--- config.mk ---
export PLATFORM = sky130hd
export DESIGN_NAME = mem_wb_skid
export DESIGN_NICKNAME = d
export VERILOG_FILES = /design/src/rtl/pipe_pkg.sv /design/src/rtl/pipe_skid_buf.sv /design/src/rtl/mem_wb_skid.sv
export SDC_FILE = /design/constraint.sdc
export NUM_CORES = 1
export LEC_CHECK = 0
export CAP_MARGIN = 20
export CORE_AREA = 2 2 134 84
export CTS_BUF_LIST = sky130_fd_sc_hd__clkbuf_4 sky130_fd_sc_hd__clkbuf_8 sky130_fd_sc_hd__clkbuf_16
export DETAILED_ROUTE_END_ITERATION = 6
export DIE_AREA = 0 0 136 86
export DONT_BUFFER_PORTS = 1
export GPL_ROUTABILITY_DRIVEN = 0
export GPL_TIMING_DRIVEN = 0
export PLACE_DENSITY = 0.77
export SLEW_MARGIN = 10
export SYNTH_ARGS = -nofsm -noshare
export SYNTH_HDL_FRONTEND = slang
export SYNTH_SLANG_ARGS = --single-unit
--- constraint.sdc ---
create_clock -name clk -period 5.4 [get_ports clk]
set_input_delay 1.08 -clock clk [delete_from_list [all_inputs] [get_ports clk]]
set_output_delay 1.08 -clock clk [all_outputs]
set_load 0.01 [all_outputs]
--- src/rtl/pipe_pkg.sv ---
// Shared pipeline-register package.
// Holds default field widths, the MEM/WB payload layout used by the stage registers,
// the skid-buffer state encoding and a helper that sizes a flattened MEM/WB payload.
package pipe_pkg;

    localparam int unsigned DEFAULT_DATA_W     = 32;
    localparam int unsigned DEFAULT_REG_ADDR_W = 5;

    // MEM/WB payload at the default widths; field order matches the flattened vector
    // built by mem_wb_skid (regwrite is the MSB, reg_dest the LSBs).
    typedef struct packed {
        logic                          regwrite;
        logic                          memtoreg;
        logic [DEFAULT_DATA_W-1:0]     read_data;
        logic [DEFAULT_DATA_W-1:0]     result;
        logic [DEFAULT_REG_ADDR_W-1:0] reg_dest;
    } mem_wb_t;

    // Bit 0 is the main-entry valid, bit 1 the skid-entry valid.
    typedef enum logic [1:0] {
        StEmpty = 2'b00,
        StOne   = 2'b01,
        StFull  = 2'b11
    } skid_state_e;

    function automatic int unsigned mem_wb_payload_w(int unsigned data_w, int unsigned addr_w);
        return 2 + 2 * data_w + addr_w;
    endfunction

endpackage

--- src/rtl/pipe_skid_buf.sv ---
// Generic two-entry valid/ready skid buffer.
// The main entry drives the outputs; the skid entry catches the one transfer that
// arrives while the consumer stalls, so in_ready is a pure register output and never
// depends combinationally on out_ready.
// Ports:
//   clk, reset          rising-edge clock, asynchronous active-high reset
//   flush               synchronous kill of both entries (same-cycle accept discarded)
//   in_valid/in_ready   producer handshake, in_data payload
//   out_valid/out_ready consumer handshake, out_data payload (main entry)
//   occupancy           number of entries held (0..2)
module pipe_skid_buf
    import pipe_pkg::*;
#(
    parameter int unsigned PAYLOAD_W = 8
) (
    input  logic                 clk,
    input  logic                 reset,
    input  logic                 flush,
    input  logic                 in_valid,
    output logic                 in_ready,
    input  logic [PAYLOAD_W-1:0] in_data,
    output logic                 out_valid,
    input  logic                 out_ready,
    output logic [PAYLOAD_W-1:0] out_data,
    output logic [1:0]           occupancy
);

    skid_state_e state_q, state_d;

    logic [PAYLOAD_W-1:0] main_q, main_d;
    logic [PAYLOAD_W-1:0] skid_q;
    logic                 load_main;
    logic                 load_skid;
    logic                 main_from_skid;
    logic                 accept;
    logic                 drain;

    assign out_valid = state_q[0];
    assign in_ready  = ~state_q[1];
    assign out_data  = main_q;
    assign accept    = in_valid & in_ready;
    assign drain     = out_valid & out_ready;

    always_comb begin
        state_d        = state_q;
        load_main      = 1'b0;
        load_skid      = 1'b0;
        main_from_skid = 1'b0;
        occupancy      = 2'd0;

        unique case (state_q)
            StEmpty: begin
                occupancy = 2'd0;
                if (accept) begin
                    load_main = 1'b1;
                    state_d   = StOne;
                end
            end
            StOne: begin
                occupancy = 2'd1;
                if (accept && drain) begin
                    load_main = 1'b1;
                end else if (accept) begin
                    load_skid = 1'b1;
                    state_d   = StFull;
                end else if (drain) begin
                    state_d = StEmpty;
                end
            end
            StFull: begin
                occupancy = 2'd2;
                if (drain) begin
                    load_main      = 1'b1;
                    main_from_skid = 1'b1;
                    state_d        = StOne;
                end
            end
            default: begin
                state_d = StEmpty;
            end
        endcase

        // Flush overrides everything; payload loads are harmless since valids clear.
        if (flush) begin
            state_d   = StEmpty;
            load_main = 1'b0;
            load_skid = 1'b0;
        end

        main_d = main_from_skid ? skid_q : in_data;
    end

    always_ff @(posedge clk or posedge reset) begin
        if (reset) begin
            state_q <= StEmpty;
        end else begin
            state_q <= state_d;
        end
    end

    always_ff @(posedge clk or posedge reset) begin
        if (reset) begin
            main_q <= '0;
            skid_q <= '0;
        end else begin
            if (load_main) begin
                main_q <= main_d;
            end
            if (load_skid) begin
                skid_q <= in_data;
            end
        end
    end

endmodule

--- src/rtl/mem_wb_skid.sv ---
// MEM/WB pipeline register with valid/ready handshake and one-entry skid buffer.
// Wraps pipe_skid_buf around the flattened MEM/WB payload and adds the write-back
// data mux and the register-write enable, optionally suppressing writes to r0.
// Ports:
//   clk, reset, flush                 clock, async active-high reset, synchronous kill
//   in_valid/in_ready                 handshake with the MEM stage
//   regwrite_in .. reg_dest_in        payload from EX/MEM and data memory
//   out_valid/out_ready               handshake with write-back
//   regwrite_out .. reg_dest_out      head-entry payload
//   wb_data                           memtoreg_out ? read_data_out : result_out
//   wb_we                             register-file write enable for this cycle
//   occupancy                         entries held (0..2)
module mem_wb_skid
    import pipe_pkg::*;
#(
    parameter int unsigned DATA_W         = DEFAULT_DATA_W,
    parameter int unsigned REG_ADDR_W     = DEFAULT_REG_ADDR_W,
    parameter bit          ZERO_REG_GUARD = 1'b1
) (
    input  logic                  clk,
    input  logic                  reset,
    input  logic                  flush,
    input  logic                  in_valid,
    output logic                  in_ready,
    input  logic                  regwrite_in,
    input  logic                  memtoreg_in,
    input  logic [DATA_W-1:0]     read_data_in,
    input  logic [DATA_W-1:0]     result_in,
    input  logic [REG_ADDR_W-1:0] reg_dest_in,
    output logic                  out_valid,
    input  logic                  out_ready,
    output logic                  regwrite_out,
    output logic                  memtoreg_out,
    output logic [DATA_W-1:0]     read_data_out,
    output logic [DATA_W-1:0]     result_out,
    output logic [REG_ADDR_W-1:0] reg_dest_out,
    output logic [DATA_W-1:0]     wb_data,
    output logic                  wb_we,
    output logic [1:0]            occupancy
);

    localparam int unsigned PAYLOAD_W = mem_wb_payload_w(DATA_W, REG_ADDR_W);

    logic [PAYLOAD_W-1:0] in_payload;
    logic [PAYLOAD_W-1:0] out_payload;
    logic                 dest_ok;

    assign in_payload = {regwrite_in, memtoreg_in, read_data_in, result_in, reg_dest_in};

    pipe_skid_buf #(
        .PAYLOAD_W(PAYLOAD_W)
    ) u_skid (
        .clk      (clk),
        .reset    (reset),
        .flush    (flush),
        .in_valid (in_valid),
        .in_ready (in_ready),
        .in_data  (in_payload),
        .out_valid(out_valid),
        .out_ready(out_ready),
        .out_data (out_payload),
        .occupancy(occupancy)
    );

    assign {regwrite_out, memtoreg_out, read_data_out, result_out, reg_dest_out} = out_payload;

    assign wb_data = memtoreg_out ? read_data_out : result_out;

    // Payload still passes through for dest 0; only the write enable is suppressed.
    assign dest_ok = (reg_dest_out != '0) | ~ZERO_REG_GUARD;
    assign wb_we   = out_valid & out_ready & regwrite_out & dest_ok;

endmodule
==> results of run 1 <==
area by class of cell:
cell class | count | area [um^2]
plain buffers | 40 | 230
clock buffers | 20 | 454
clock inverters | 12 | 133
fillers | 736 | 3150
inverters | 5 | 23.8
multi-input cells | 349 | 2580
flip-flops and latches | 144 | 3600
well taps | 139 | 174
repair buffers | 1 | 27.5
per-layer routing:
| layer | global-route usage (%) | routed length [um] |
|---|---|---|
| met5 | 0 | 0 |
| met4 | 10.2 | 269 |
| met3 | 11.2 | 1650 |
| met2 | 46.8 | 7970 |
| met1 | 37.7 | 6870 |
worst max path at each step:
stage	start	endpoint	slack, ns	depth (start not counted)
2_1_floorplan	reset	u_skid.out_data[0]	0.45	1
4_1_cts	u_skid.out_data[69]	wb_data[26]	2.04	3
3_5_place_dp	u_skid.out_data[69]	wb_data[26]	2.49	3
5_1_grt	u_skid.out_data[69]	wb_data[26]	1.96	3
6_report	u_skid.out_data[69]	wb_data[26]	2.07	3
3_3_place_gp	reset	u_skid.skid_q[30]	-0.79	1
sequential cells by signal, summed over array words and instances, names as in the netlist:
name,cells
u_skid.out_data,71
u_skid.skid_q,71
u_skid.state_q,2
critical path, delay by kind of cell (launching register included):
| family | cells | cell delay, ns |
|---|---|---|
| buffers and inverters | 2 | 1.00 |
| DFF | 1 | 0.39 |
| muxes | 1 | 0.45 |
stage by stage:
| step | hold WS (ns) | power, mW | setup TNS [ns] |
|---|---|---|---|
| 3_5_place_dp | 0.481 | 3.52 | 0 |
| 3_3_place_gp | 0.474 | 3.41 | -111.41 |
| 5_1_grt | 0.510 | 4.94 | 0 |
| 6_report | 0.494 | 4.68 | 0 |
| 4_1_cts | 0.496 | 4.70 | 0 |
| 2_1_floorplan | 0.465 | 3.12 | 0 |
cell families after synthesis:
family                   Yosys count  synth area share (%)
flip-flops                       144                  56.0
adder cells (fa/ha/maj)            6                  1.17
AO/OA/AOI/OAI                    152                  15.2
multiplexers                     103                  18.0
XOR/XNOR                           1                 0.136
buffers and inverters             45                  3.87
AND/OR/NAND/NOR                   87                  5.57
cell usage after synthesis (2+ instances only):
master | count | share of area [%]
dfrtp_1 | 144 | 56
nand2_1 | 5 | 0.29
o22ai_1 | 61 | 5.9
clkbuf_1 | 15 | 0.88
a21oi_2 | 11 | 1.5
a221o_1 | 2 | 0.31
mux2_2 | 33 | 5.8
ha_1 | 6 | 1.2
a21oi_1 | 63 | 4.9
buf_6 | 8 | 1.4
mux2_1 | 70 | 12
buf_2 | 16 | 1.2
o22ai_2 | 10 | 1.9
nor2_1 | 73 | 4.3
inv_1 | 5 | 0.29
where the power goes:
group          switching [mW]  total, mW  internal [mW]
clock network           0.452       1.16          0.705
logic                   0.737       1.35          0.617
registers               0.566       2.17           1.61
total                    1.75       4.68           2.93
==> flow_summary.yaml, run 1 <==
drt:
  postRouteAntennaNets: 0
  drcViolationCount: 0
  finalWirelength_um: 16800
  dr.pass1.iters: 6
  first_iter_violations: 252
  num_vias: 4567
  avgRoutedWirePerCell_um: 23.6
  via_per_inst: 6.43
finish:
  insertedDiodeCount: 0
  final_cell_mix: "144 x dfrtp_1, 73 x nor2_1, 70 x mux2_1"
  final_core_util_pct: 69.6
  final_cells: 710
  drive_gt1_share_pct: 20.1
  layout-area-overhead-vs-synth_pct: 12.3
  nets: 640
  design_area_um2: 7220
  final_common_cell: "dfrtp_1"
worst_setup_path:
  cpPeakStageDelay_ns: 0.55
  worstRegToRegCells: 6
  path_class: "reg2out"
  start_kind: "register"
  cpMostUsedCell: "clkbuf_1"
  cp.arrival_ns: 2.25
  reg2reg_to: "u_skid.out_data[18]"
  required_ns: 4.32
  crit_chain: "clkbuf_1, clkbuf_1, mux2_2"
  r2r_setup_slack_ns: 2.85
  worstPathMaxFanout: 10
  r2r_start: "u_skid.state_q[0]"
  slowest_stage: "clkbuf_1"
  crit_path_end_kind: "primary output"
pwr:
  p_leak_nw: 3.00
  powerDensity_nw_per_um2: 648
  vdd_ir_drop_max_mv: 0.377
hold_path:
  whs_path_depth: 1
  holdCritStartpoint: "u_skid.skid_q[34]"
  holdPathEnd: "u_skid.skid_q[34]"
  hp-class: "reg2reg"
logic_synthesis:
  async_flop_share_pct: 100
  avgSynthCellArea_um2: 12.0
  synth_nets: 620
  netlist_area_um2: 6430
  synth-edff-count: 0
  yosysUniqueCellTypes: 31
  yosysSeqAreaShare_pct: 56.0
  synthCells: 538
  synth_warnings: 0
  synth-seq-cells: 144
  yosys_most_used_dff: "dfrtp_1"
place:
  port_buffers: 0
  hpwl_um: 11700
  place_area_um2: 6640
  dp_slack_ns: 2.49
  dp_cells: 678
die:
  top_level_ports: 184
  die_area_um2: 11700
  rows: 29
  core_area_um2: 10400
  die_x_um: 136
  start_util_pct: 62.0
  die_y_um: 86
global_routing:
  grt_pass1_vias: 4935
  grt-ovfl-total: 0
  grt_max_degree: 80
  grtUsageTotal_pct: 29.6
  antenna_found_initial: 0
  grt_pass1_wl_um: 26100
cts:
  cts_setup_buffers: 0
  clk_latency_ns: 0.41
  ctsHoldBuffers: 0
  cts_resized: 0
  cts_tree: "built"
  htree_levels: 4
  cts.root.buffer_cell: "clkbuf_16"
  cts_max_path_buffers: 2
  clkTransAtPathRegs_ns: 0.06
  clock_sinks: 144
  cts_buffers: 17
sta:
  setup_viol: 0
  slew_headroom_pct: 49.9
  fin_skew_ns: 0.0107
  fmax_ghz: 0.300
  slew_viol_final: 0
  worst_pin_slew_ns: 0.749
  setup_ws_ns: 2.07
  hold_violations: 0
  finalCritPeriodShare_pct: 61.7
  rsz0062_at_grt: "no"
  min_period_ns: 3.33
run:
  max_cap_viol_count: 0
outcome:
  outcome: "complete, no violations"
Power figures use the tool's default switching activity.
==> run 2, diff against run 1 <==
--- a/config.mk
+++ b/config.mk
@@ -6,14 +6,14 @@
 export NUM_CORES = 1
 export LEC_CHECK = 0
 export CAP_MARGIN = 20
-export CORE_AREA = 2 2 134 84
+export CORE_AREA = 2 2 141 88
 export CTS_BUF_LIST = sky130_fd_sc_hd__clkbuf_4 sky130_fd_sc_hd__clkbuf_8 sky130_fd_sc_hd__clkbuf_16
 export DETAILED_ROUTE_END_ITERATION = 6
-export DIE_AREA = 0 0 136 86
+export DIE_AREA = 0 0 143 90
 export DONT_BUFFER_PORTS = 1
 export GPL_ROUTABILITY_DRIVEN = 0
 export GPL_TIMING_DRIVEN = 0
-export PLACE_DENSITY = 0.77
+export PLACE_DENSITY = 0.74
 export SLEW_MARGIN = 10
 export SYNTH_ARGS = -nofsm -noshare
 export SYNTH_HDL_FRONTEND = slang
==> constraint.sdc (replaced) <==
create_clock -name clk -period 2.7 [get_ports clk]
set_input_delay 0.54 -clock clk [delete_from_list [all_inputs] [get_ports clk]]
set_output_delay 0.54 -clock clk [all_outputs]
set_load 0.01 [all_outputs]
==> flow_summary.yaml, run 2 (synthesized netlist as in run 1, its figures left out) <==
sta:
  finalCritPeriodShare_pct: 95.8
  slew_viol_final: 0
  fin_skew_ns: 0.00783
  worst_pin_slew_ns: 0.770
  finalSetupTns_ns: 0
  min_period_ns: 2.59
  setup_ws_ns: 0.115
  fmax_ghz: 0.387
  rsz0062_at_grt: "no"
  slew_headroom_pct: 48.7
  hold_violations: 0
  setup_viol: 0
global_routing:
  grtUsageTotal_pct: 25.5
  grt_pass1_vias: 4721
  antenna_found_initial: 0
  grt_max_degree: 35
  grt-ovfl-total: 0
  grt_pass1_wl_um: 25200
drt:
  avgRoutedWirePerCell_um: 21.6
  via_per_inst: 6.18
  first_iter_violations: 211
  postRouteAntennaNets: 0
  dr.pass1.iters: 4
  drcViolationCount: 0
  num_vias: 4558
  finalWirelength_um: 16000
pwr:
  p_leak_nw: 3.06
  fin_total_pwr_mw: 9.59
  vdd_ir_drop_max_mv: 0.713
  powerDensity_nw_per_um2: 1300
cts:
  cts_tree: "built"
  clkTransAtPathRegs_ns: 0.06
  cts_resized: 1
  cts_buffers: 17
  ctsHoldBuffers: 0
  cts_max_path_buffers: 2
  cts.root.buffer_cell: "clkbuf_16"
  clock_sinks: 144
  clk_latency_ns: 0.41
  htree_levels: 4
  cts_setup_buffers: 0
finish:
  drive_gt1_share_pct: 20.6
  final_core_util_pct: 63.2
  final_cells: 738
  nets: 643
  layout-area-overhead-vs-synth_pct: 14.7
  final_common_cell: "dfrtp_1"
  fillers: 859
  final_cell_mix: "144 x dfrtp_1, 73 x nor2_1, 70 x mux2_1"
  insertedDiodeCount: 0
worst_setup_path:
  required_ns: 2.16
  path_delay_family: "buffers and inverters"
  cpPeakStageDelay_ns: 0.43
  slowest_stage: "clkbuf_1"
  worstPathMaxFanout: 10
  crit_path_end_kind: "primary output"
  start_kind: "register"
  path_class: "reg2out"
  crit_chain: "clkbuf_1, buf_2, mux2_2"
  cp.arrival_ns: 2.05
  path_buf_inv: 2
die:
  rows: 31
  die_y_um: 90
  core_area_um2: 11700
  die_x_um: 143
  start_util_pct: 55.1
  die_area_um2: 12900
  top_level_ports: 184
hold_path:
  hp-class: "in2async"
place:
  dp_slack_ns: 0.241
  dp_cells: 707
  port_buffers: 0
  hpwl_um: 11400
outcome:
  outcome: "complete, no violations"
run:
  max_cap_viol_count: 0
==> run 2: cell types whose count changed in the layout (fill, tap and decap cells not counted) <==
cell        change
clkbuf_1        -1
clkbuf_8        +1
clkinv_4        -1
buf_16          -1
bufinv_16       +3
clkbuf_2        +1
clkinv_2        -1
buf_12          +4
clkinvlp_4      -1
clkbuf_4        -2
==> run 2: report_power, final <==
part           switching (mW)  internal, mW  total, mW
clock                   0.919          1.69       2.61
combinational            1.42          1.24       2.66
sequential               1.10          3.22       4.32
total                    3.44          6.15       9.59
==> run 2: cell type report <==
cell class / count / area [um^2] / area share [%]
inverter: 5 / 22.5 / 0.305
sequential: 144 / 3600 / 48.8
tap: 165 / 206 / 2.80
clock inverter: 12 / 203 / 2.75
multi-input combinational: 349 / 2580 / 34.9
clock buffer: 19 / 453 / 6.14
buffer: 40 / 231 / 3.14
timing repair buffer: 4 / 80.1 / 1.09
==> run 2: worst paths after layout <==
kind	slack (ns)	cells after the start	start	to
max	0.11	3	u_skid.out_data[69]	wb_data[10]
min	0.04	1	reset	u_skid.out_data[21]
max reg2reg	0.28	5	u_skid.state_q[0]	u_skid.out_data[60]
min reg2reg	0.49	1	u_skid.skid_q[57]	u_skid.skid_q[57]
max in group asynchronous	1.67	4	reset	u_skid.skid_q[70]
min in group clk	0.19	1	flush	u_skid.state_q[1]
==> run 2: stage by stage <==
stage               hold slack (ns)  cell area, um^2
global route                 0.0646             7380
finish                       0.0396             7380
global placement              0.474             6640
CTS                          0.0384             7380
floorplan                     0.465             6430
detailed placement            0.482             6720
==> run 2: per-layer routing <==
layer	up-vias	GRT usage (%)	share of wire [%]
met5	-	0	0
met3	15	9.96	10
met1	2333	35.0	43
met4	0	6.85	0.85
li1	2011	-	-
met2	199	38.0	46
==> run 2: worst reg2reg max path: stages (launching register included) <==
cell      delay [ns]
dfrtp_1         0.63
inv_1           0.14
ha_1            0.24
nor2_1          0.57
clkbuf_1        0.60
a21oi_2         0.10
==> run 3, diff against run 2 <==
--- a/config.mk
+++ b/config.mk
@@ -7,7 +7,8 @@
 export LEC_CHECK = 0
 export CAP_MARGIN = 20
 export CORE_AREA = 2 2 141 88
-export CTS_BUF_LIST = sky130_fd_sc_hd__clkbuf_4 sky130_fd_sc_hd__clkbuf_8 sky130_fd_sc_hd__clkbuf_16
+export CTS_BUF_LIST = sky130_fd_sc_hd__clkbuf_16
+export CTS_CLUSTER_SIZE = 14
 export DETAILED_ROUTE_END_ITERATION = 6
 export DIE_AREA = 0 0 143 90
 export DONT_BUFFER_PORTS = 1
==> flow_summary.yaml, run 3 (synthesized netlist as in run 1, its figures left out) <==
worst_setup_path:
  crit_path_end_kind: "primary output"
  cpPeakStageDelay_ns: 0.43
  cp.arrival_ns: 2.05
  crit_chain: "clkbuf_1, buf_2, mux2_2"
  path_delay_family: "buffers and inverters"
  worstPathMaxFanout: 10
  r2r_setup_slack_ns: 0.27
  required_ns: 2.16
  reg2reg_to: "u_skid.out_data[60]"
  worstRegToRegCells: 5
  path_buf_inv: 2
  r2r_start: "u_skid.state_q[0]"
  slowest_stage: "clkbuf_1"
  start_kind: "register"
  path_class: "reg2out"
cts:
  cts_max_path_buffers: 2
  cts_buffers: 17
  htree_levels: 4
  cts_resized: 1
  cts.root.buffer_cell: "clkbuf_16"
  clkTransAtPathRegs_ns: 0.06
  cts_tree: "built"
  clock_sinks: 144
  cts_setup_buffers: 0
  clk_latency_ns: 0.41
  ctsHoldBuffers: 0
place:
  place_area_um2: 6720
  hpwl_um: 11400
  port_buffers: 0
drt:
  wl_met2_um: 7290
  dr.pass1.iters: 4
  num_vias: 4544
  finalWirelength_um: 15900
  postRouteAntennaNets: 0
  highest_layer: "met4"
  met3_length_um: 1640
  avgRoutedWirePerCell_um: 21.6
  wl_met1_um: 6880
  drcViolationCount: 0
  first_iter_violations: 217
  via_per_inst: 6.16
finish:
  layout-area-overhead-vs-synth_pct: 14.4
  drive_gt1_share_pct: 20.2
  final_cell_mix: "144 x dfrtp_1, 73 x nor2_1, 70 x mux2_1"
  final_common_cell: "dfrtp_1"
  design_area_um2: 7360
  final_core_util_pct: 63.0
  fillers: 861
  nets: 643
  insertedDiodeCount: 0
sta:
  slew_viol_final: 0
  min_period_ns: 2.59
  slew_headroom_pct: 48.7
  setup_viol: 0
  rsz0062_at_grt: "no"
  finalCritPeriodShare_pct: 95.8
  fmax_ghz: 0.387
  fin_skew_ns: 0.00783
  worst_pin_slew_ns: 0.769
  hold_violations: 0
global_routing:
  grt_pass1_vias: 4724
  antenna_found_initial: 0
  grt-ovfl-total: 0
  grt_max_degree: 35
  grt_pass1_wl_um: 25100
  grtUsageTotal_pct: 25.4
die:
  top_level_ports: 184
  core_area_um2: 11700
  start_util_pct: 55.1
  die_y_um: 90
  die_area_um2: 12900
  rows: 31
  die_x_um: 143
pwr:
  p_leak_nw: 3.05
  vdd_ir_drop_max_mv: 0.649
  fin_total_pwr_mw: 9.53
  powerDensity_nw_per_um2: 1300
outcome:
  outcome: "complete, no violations"
hold_path:
  hp-class: "in2async"
run:
  max_cap_viol_count: 0
-- run 3: cell count changes in the layout (fill, tap and decap cells not counted), sizes merged --
cell,previous run,this run
clkbuf,34,32
clkinv,2,4
-- run 3: cell type report --
cell class | instances | area (um^2) | area share (%)
clock buffers | 17 | 425 | 5.78
well taps | 165 | 206 | 2.81
clock inverters | 14 | 210 | 2.86
plain buffers | 40 | 231 | 3.15
inverters | 5 | 22.5 | 0.306
repair buffers | 4 | 80.1 | 1.09
flip-flops and latches | 144 | 3600 | 49.0
multi-input cells | 349 | 2580 | 35.0
-- run 3: worst max-delay path by stage --
stage | slack, ns | start | cells past startpoint | endpoint
6_report | 0.11 | u_skid.out_data[69] | 3 | wb_data[10]
5_1_grt | 0.02 | u_skid.out_data[69] | 3 | wb_data[28]
4_1_cts | 0.06 | u_skid.out_data[69] | 3 | wb_data[10]
3_5_place_dp | 0.24 | u_skid.state_q[0] | 5 | u_skid.out_data[66]
3_3_place_gp | -0.34 | reset | 1 | u_skid.skid_q[7]
2_1_floorplan | 0.35 | reset | 1 | u_skid.out_data[0]
-- run 3: power breakdown --
group | internal [mW] | switching [mW]
sequential | 3.22 | 1.10
combinational | 1.24 | 1.42
clock | 1.64 | 0.921
total | 6.09 | 3.44
-- run 3: per-layer routing --
layer,up-vias,GRT usage (%)
met2,207,38.0
met4,0,6.85
li1,2012,-
met5,-,0
met1,2312,34.8
met3,13,9.96
-- run 3: per-stage QoR --
step / TNS, ns / worst slack (ns) / cells / hold slack, ns
2_1_floorplan: 0 / 0.355 / 538 / 0.465
3_3_place_gp: -46.29 / -0.337 / 703 / 0.474
3_5_place_dp: 0 / 0.241 / 707 / 0.482
4_1_cts: 0 / 0.0615 / 738 / 0.0384
5_1_grt: 0 / 0.0220 / 738 / 0.0646
6_report: 0 / 0.115 / 738 / 0.0401
